## src/rtl/sharp_lcd_pkg.sv

```systemverilog
// rtl/sharp_lcd_pkg.sv - shared state encoding and field widths for the LS013B7DH01 link
package sharp_lcd_pkg;

  typedef enum logic [2:0] {
    IDLE,
    MODE,
    ADDR,
    DATA,
    DUMMY,
    TRAIL,
    TRAIL_END,
    ERR
  } state_t;

  localparam int MODE_BITS  = 8;
  localparam int ADDR_BITS  = 8;
  localparam int DUMMY_BITS = 8;

endpackage

```

## src/rtl/sharp_lcd_rx_sync.sv

```systemverilog
// rtl/sharp_lcd_rx_sync.sv - pin synchroniser with registered scs edges and gated sclk rise
module sharp_lcd_rx_sync #(
  parameter int SYNC_STAGES = 2
) (
  input  logic i_clk,
  input  logic i_rst_n,
  input  logic i_scs,
  input  logic i_sclk,
  input  logic i_si,
  output logic o_scs,
  output logic o_scs_rise,
  output logic o_scs_fall,
  output logic o_sclk_rise,
  output logic o_si
);

  logic [SYNC_STAGES-1:0] r_scs_q;
  logic [SYNC_STAGES-1:0] r_sclk_q;
  logic [SYNC_STAGES-1:0] r_si_q;
  logic r_scs_d;
  logic r_sclk_d;
  logic r_scs;
  logic r_scs_rise;
  logic r_scs_fall;
  logic r_sclk_rise;
  logic r_si;
  logic w_scs;
  logic w_sclk;
  logic w_si;

  assign w_scs  = r_scs_q[SYNC_STAGES-1];
  assign w_sclk = r_sclk_q[SYNC_STAGES-1];
  assign w_si   = r_si_q[SYNC_STAGES-1];

  // Edge pulses are registered so SI, SCS and the edges all leave on the same cycle.
  always_ff @(posedge i_clk or negedge i_rst_n) begin
    if (!i_rst_n) begin
      r_scs_q     <= '0;
      r_sclk_q    <= '0;
      r_si_q      <= '0;
      r_scs_d     <= 1'b0;
      r_sclk_d    <= 1'b0;
      r_scs       <= 1'b0;
      r_scs_rise  <= 1'b0;
      r_scs_fall  <= 1'b0;
      r_sclk_rise <= 1'b0;
      r_si        <= 1'b0;
    end else begin
      r_scs_q     <= {r_scs_q[SYNC_STAGES-2:0], i_scs};
      r_sclk_q    <= {r_sclk_q[SYNC_STAGES-2:0], i_sclk};
      r_si_q      <= {r_si_q[SYNC_STAGES-2:0], i_si};
      r_scs_d     <= w_scs;
      r_sclk_d    <= w_sclk;
      r_scs       <= w_scs;
      r_scs_rise  <= w_scs & ~r_scs_d;
      r_scs_fall  <= ~w_scs & r_scs_d;
      r_sclk_rise <= w_sclk & ~r_sclk_d & w_scs;
      r_si        <= w_si;
    end
  end

  assign o_scs       = r_scs;
  assign o_scs_rise  = r_scs_rise;
  assign o_scs_fall  = r_scs_fall;
  assign o_sclk_rise = r_sclk_rise;
  assign o_si        = r_si;

endmodule

```

## src/rtl/sharp_lcd_rx.sv

```systemverilog
// rtl/sharp_lcd_rx.sv - LS013B7DH01 serial receiver: mode, line address/pixels and trailer decode
module sharp_lcd_rx
  import sharp_lcd_pkg::*;
#(
  parameter int LINE_PIXELS = 144,
  parameter int MAX_LINE    = 168,
  parameter int SYNC_STAGES = 2
) (
  input  logic                   Clk_12MHz,
  input  logic                   Rst_n,
  input  logic                   lcd_scs,
  input  logic                   lcd_sclk,
  input  logic                   lcd_si,
  output logic                   mode_valid,
  output logic                   mode_write,
  output logic                   mode_vcom,
  output logic                   mode_clear,
  output logic                   line_valid,
  output logic [7:0]             line_addr,
  output logic [LINE_PIXELS-1:0] line_data,
  output logic                   frame_done,
  output logic                   proto_err
);

  localparam logic [7:0] CNT_MAX    = 8'(LINE_PIXELS);
  localparam logic [7:0] LAST_PIX   = 8'(LINE_PIXELS - 1);
  localparam logic [7:0] LAST_MODE  = 8'(MODE_BITS - 1);
  localparam logic [7:0] LAST_ADDR  = 8'(ADDR_BITS - 1);
  localparam logic [7:0] LAST_DUMMY = 8'(DUMMY_BITS - 1);
  localparam logic [7:0] ADDR_MAX   = 8'(MAX_LINE);

  logic w_scs;
  logic w_scs_rise;
  logic w_scs_fall;
  logic w_sclk_rise;
  logic w_si;
  logic [7:0] w_byte;
  logic [7:0] w_cnt_inc;
  logic [LINE_PIXELS-1:0] w_data_next;

  state_t r_state;
  logic [7:0] r_cnt;
  logic [7:0] r_sh;
  logic [LINE_PIXELS-1:0] r_data;
  logic r_mode_valid;
  logic r_mode_write;
  logic r_mode_vcom;
  logic r_mode_clear;
  logic r_line_valid;
  logic [7:0] r_line_addr;
  logic [LINE_PIXELS-1:0] r_line_data;
  logic r_frame_done;
  logic r_proto_err;

  sharp_lcd_rx_sync #(.SYNC_STAGES(SYNC_STAGES)) u_sync (
    .i_clk       (Clk_12MHz),
    .i_rst_n     (Rst_n),
    .i_scs       (lcd_scs),
    .i_sclk      (lcd_sclk),
    .i_si        (lcd_si),
    .o_scs       (w_scs),
    .o_scs_rise  (w_scs_rise),
    .o_scs_fall  (w_scs_fall),
    .o_sclk_rise (w_sclk_rise),
    .o_si        (w_si)
  );

  // First bit on the wire ends up in bit 0 of both shifters.
  assign w_byte      = {w_si, r_sh[7:1]};
  assign w_data_next = {w_si, r_data[LINE_PIXELS-1:1]};
  assign w_cnt_inc   = (r_cnt == CNT_MAX) ? r_cnt : r_cnt + 8'd1;

  always_ff @(posedge Clk_12MHz or negedge Rst_n) begin
    if (!Rst_n) begin
      r_state      <= IDLE;
      r_cnt        <= '0;
      r_sh         <= '0;
      r_data       <= '0;
      r_mode_valid <= 1'b0;
      r_mode_write <= 1'b0;
      r_mode_vcom  <= 1'b0;
      r_mode_clear <= 1'b0;
      r_line_valid <= 1'b0;
      r_line_addr  <= '0;
      r_line_data  <= '0;
      r_frame_done <= 1'b0;
      r_proto_err  <= 1'b0;
    end else begin
      r_mode_valid <= 1'b0;
      r_line_valid <= 1'b0;
      r_frame_done <= 1'b0;
      r_proto_err  <= 1'b0;
      case (r_state)
        IDLE: begin
          if (w_scs_rise) begin
            r_state <= MODE;
            r_cnt   <= '0;
          end
        end
        MODE, ADDR, DATA, DUMMY, TRAIL: begin
          // SCS fall outranks a coincident SCLK rise; that bit is dropped.
          if (w_scs_fall) begin
            r_proto_err <= 1'b1;
            r_state     <= IDLE;
            r_cnt       <= '0;
          end else if (w_sclk_rise) begin
            r_cnt <= w_cnt_inc;
            // r_sh keeps the line address through DATA.
            if (r_state != DATA) r_sh <= w_byte;
            case (r_state)
              MODE: begin
                if (r_cnt == LAST_MODE) begin
                  r_mode_write <= w_byte[0];
                  r_mode_vcom  <= w_byte[1];
                  r_mode_clear <= w_byte[2];
                  r_mode_valid <= 1'b1;
                  r_cnt        <= '0;
                  r_state      <= w_byte[2] ? TRAIL : ADDR;
                end
              end
              ADDR: begin
                if (r_cnt == LAST_ADDR) begin
                  r_cnt <= '0;
                  if (w_byte == 8'd0) begin
                    r_state <= TRAIL_END;
                  end else if (w_byte > ADDR_MAX) begin
                    r_proto_err <= 1'b1;
                    r_state     <= ERR;
                  end else begin
                    r_state <= DATA;
                  end
                end
              end
              DATA: begin
                r_data <= w_data_next;
                if (r_cnt == LAST_PIX) begin
                  r_line_addr  <= r_sh;
                  r_line_data  <= w_data_next;
                  r_line_valid <= 1'b1;
                  r_cnt        <= '0;
                  r_state      <= DUMMY;
                end
              end
              DUMMY: begin
                if (r_cnt == LAST_DUMMY) begin
                  r_cnt   <= '0;
                  r_state <= ADDR;
                end
              end
              TRAIL: begin
                if (r_cnt == LAST_DUMMY) begin
                  r_cnt   <= '0;
                  r_state <= TRAIL_END;
                end
              end
              default: ;
            endcase
          end
        end
        TRAIL_END: begin
          if (w_scs_fall) begin
            r_frame_done <= 1'b1;
            r_state      <= IDLE;
          end else if (w_sclk_rise) begin
            r_proto_err <= 1'b1;
            r_state     <= ERR;
          end
        end
        ERR: begin
          if (!w_scs) r_state <= IDLE;
        end
        default: r_state <= IDLE;
      endcase
    end
  end

  assign mode_valid = r_mode_valid;
  assign mode_write = r_mode_write;
  assign mode_vcom  = r_mode_vcom;
  assign mode_clear = r_mode_clear;
  assign line_valid = r_line_valid;
  assign line_addr  = r_line_addr;
  assign line_data  = r_line_data;
  assign frame_done = r_frame_done;
  assign proto_err  = r_proto_err;

endmodule

```

## config.mk

```make
export PLATFORM = sky130hd
export DESIGN_NAME = sharp_lcd_rx
export DESIGN_NICKNAME = d
export VERILOG_FILES = /design/src/rtl/sharp_lcd_pkg.sv /design/src/rtl/sharp_lcd_rx_sync.sv /design/src/rtl/sharp_lcd_rx.sv
export SDC_FILE = /design/constraint.sdc
export NUM_CORES = 1
export LEC_CHECK = 0
export ABC_CLOCK_PERIOD_IN_PS = 3400
export BUFFER_PORTS_ARGS = -buffer_cell sky130_fd_sc_hd__buf_4
export CORE_ASPECT_RATIO = 0.9
export CORE_MARGIN = 2
export CORE_UTILIZATION = 45
export DETAILED_ROUTE_END_ITERATION = 10
export MAX_ROUTING_LAYER = met4
export PLACE_DENSITY = 0.63
export SLEW_MARGIN = 20
export SYNTH_ARGS = -nofsm -noshare
export SYNTH_HDL_FRONTEND = slang
export SYNTH_SLANG_ARGS = --single-unit
```

## constraint.sdc

```tcl
create_clock -name Clk_12MHz -period 3.4 [get_ports Clk_12MHz]
set_input_delay 0.68 -clock Clk_12MHz [delete_from_list [all_inputs] [get_ports Clk_12MHz]]
set_output_delay 0.68 -clock Clk_12MHz [all_outputs]
set_load 0.005 [all_outputs]
```

==> metrics.txt <==
status finished clean; Unique masters post-synth 47; HP Class input port to asynchronous set/reset pin; reg-to-reg critical path endpoint line_data[141]; most frequent cells in the layout nand2_1 (446), dfrtp_1 (333), buf_4 (164); Ys Warns 0; highest clock rate 417.5 MHz; CTS sink cnt 333; RSZ-0062 raised after global routing no; global-route wire length before repair 42060 microns; Reg clk slew, reported paths 60 ps; number of synthesized flops with an enable pin 0; vias in the first global route 8127; largest family of logic cells by synthesized area simple AND/OR/NAND/NOR gates; GRT overflow 0; area delta synth->final 21.63%; largest net degree at the start of global routing 144; GP Congestion 0.8288; launch point of the worst path r_state[2]; #FFs+latches synth 333; CTS buffer count 36; cell area after layout 0.01562 sq mm; DRC viols 0; critical path endpoint category register; CTS tree built; core area 0.02801 sq mm; sequential cell area fraction in the yosys report 64.88%; storage element area 0.008333 sq mm; post-synthesis mux area share 14.72%; vias after detailed routing 8211; htree depth 2; initial antenna violation count 0; syn_area_per_cell 11.67 sq um; Synth Area in Adders 0.3897%; Post-Place Cells 1581; Pint 6.660 mW; flop-to-flop setup slack 1000 ps; clk_skew 14.71 ps; max_slew headroom 39.71%; Initial Utilization 45.85%; Sequential Power Share 48.1%; top_reg_cell synth dfrtp_1; Static Leak 8.659 nW; Post-CTS Setup Bufs 0; setup TNS 0 ps; Post-Synth XOR/XNOR Area 0%; fill count 2401; Mapped Nets 1110; PwrDens 555.4 mW/mm^2; combinational power share 6.9%; total power 8.677 mW; die extent in x 182.1 microns; DRT antenna net count 0; Worst Setup Start Kind register; Max Root-Sink Buffers 3; # hold bufs at CTS 0; Compound-Gate Fraction of Synth Area 1.900%; hold violation count in the final report 0; worst-path fanout max 64; Total Nets Final 1268; WS Path Type register to register; Tmin final 2395 ps; Ports 164; Die ar. 0.02991 sq mm; layout cells sized above 1 26.15%; TritonRoute pass-1 iters 5; Peak VDD IR 0.0003667 V; Die Ht 164.3 microns; post-synthesis cell count 1101; Switch Pwr 2.017 mW; final period utilization 70.46%; Crit path arrival time 2770 ps; Clk network pwr share 45.0%; GRT Util Overall 17.64%; Rows 58; DRT iter0 DRCs 527; Sw Share 23.25%; average wire per standard cell 15.23 microns; Total Wirelength 25050 microns; asr flop ratio synth 100.0%; Slew @ Worst Pin 903.4 ps; most common cell after layout, fill and taps aside nand2_1; final cell count without fillers 1645; Mapped Area 0.01284 sq mm; number of max-cap violations 0; clk_lat worst skew 510 ps; Worst EP required 3780 ps; dpl cell area 0.01441 sq mm; root buffer cell clkbuf_16; Port Buffer Count 163; R2R cell count 6; dpl hpwl 15270 microns; # diodes 0; simple-gate portion of the synthesized area 15.79%; reg-to-reg startpoint r_state[2]; max-slew violation total from the final report 0; Final Setup Violations 0; Post-Place Worst Slack 1009 ps; area occupied by multi-input gates 0.004233 sq mm; post-cts repair resize count 0; via-per-instance ratio 4.991; setup ws final 1005 ps
==> worst max-delay path by stage <==
stage | end | slack (ps) | cells past startpoint
CTS | line_data[143] | 1000 | 6
global placement | line_data[143] | 1060 | 6
global route | r_state[2] | 770 | 7
finish | line_data[141] | 1000 | 6
floorplan | r_state[0] | 1550 | 5
detailed placement | line_data[143] | 1010 | 6
==> synth_stat cells (2+ instances only) <==
master / number / share of area (%)
nand3_1: 6 / 0.23
buf_6: 8 / 0.70
a21oi_1: 4 / 0.16
or3b_2: 2 / 0.14
a221o_1: 2 / 0.16
mux2_1: 69 / 6.0
o211ai_1: 3 / 0.18
nand2_1: 446 / 13
and3b_1: 2 / 0.14
o31ai_1: 2 / 0.12
o21bai_1: 4 / 0.23
nor2b_1: 5 / 0.24
mux2_2: 98 / 8.6
dfrtp_1: 333 / 65
o21ai_0: 9 / 0.35
and3_1: 2 / 0.097
ha_1: 4 / 0.39
clkbuf_1: 26 / 0.76
nor4b_1: 2 / 0.14
a22o_1: 2 / 0.14
nor3_1: 10 / 0.39
or2_2: 2 / 0.097
inv_1: 7 / 0.20
nor2_1: 12 / 0.35
nand3b_1: 3 / 0.18
buf_2: 16 / 0.62
or4_1: 2 / 0.12
==> metal layers <==
layer / global-route usage (%) / vias up / share of wire, %
li1: - / 3920 / -
met5: - / - / 0
met1: 24.54 / 4043 / 48
met3: 5.521 / 34 / 7.8
met4: 4.216 / 0 / 1.5
met2: 25.36 / 214 / 43
==> state kept, by name (all words and copies together), names as in the netlist, 2 cells and up <==
name	flops
line_addr	8
r_state	3
r_data	143
r_sh	8
u_sync.r_scs_q	2
r_cnt	8
line_data	144
u_sync.r_si_q	2
u_sync.r_sclk_q	2
==> through the flow <==
stage	hold WS [ps]	util, %
after floorplan	331.2	-
after global placement	333.3	51.44
after detailed placement	334.7	51.44
after CTS	175.3	55.77
after global routing	183.9	55.77
final	147.6	55.77
==> logic make-up after synthesis <==
kind of cell | after synthesis
fa+ha+maj | 4
flops | 333
buf+inv | 58
mux | 168
compound gates | 35
simple gates | 503
==> power by group through the flow <==
stage / registers (mW) / logic (mW) / clock network, mW
6_report: 4.17 / 0.599 / 3.91
2_1_floorplan: 4.18 / 0.436 / 0
3_3_place_gp: 4.24 / 0.592 / 0
4_1_cts: 4.17 / 0.605 / 4.02
5_1_grt: 4.19 / 0.683 / 4.20
3_5_place_dp: 4.24 / 0.603 / 0
==> layout make-up <==
class,instances,area share (%)
sequential,333,53.34
timing repair buffer,171,8.747
clock buffer,54,7.048
inverter,7,0.1682
multi-input combinational,710,27.10
tap,360,2.883
clock inverter,10,0.7129
==> critical path, cell delays in order, from the launching register on <==
cell and delay [ps]:
dfrtp_1 670, nor2b_1 170, nand2_1 170, nor2_4 60
nand3_4 90, buf_4 680, mux2_1 390
Note: power is estimated with default switching activity, not from simulation.
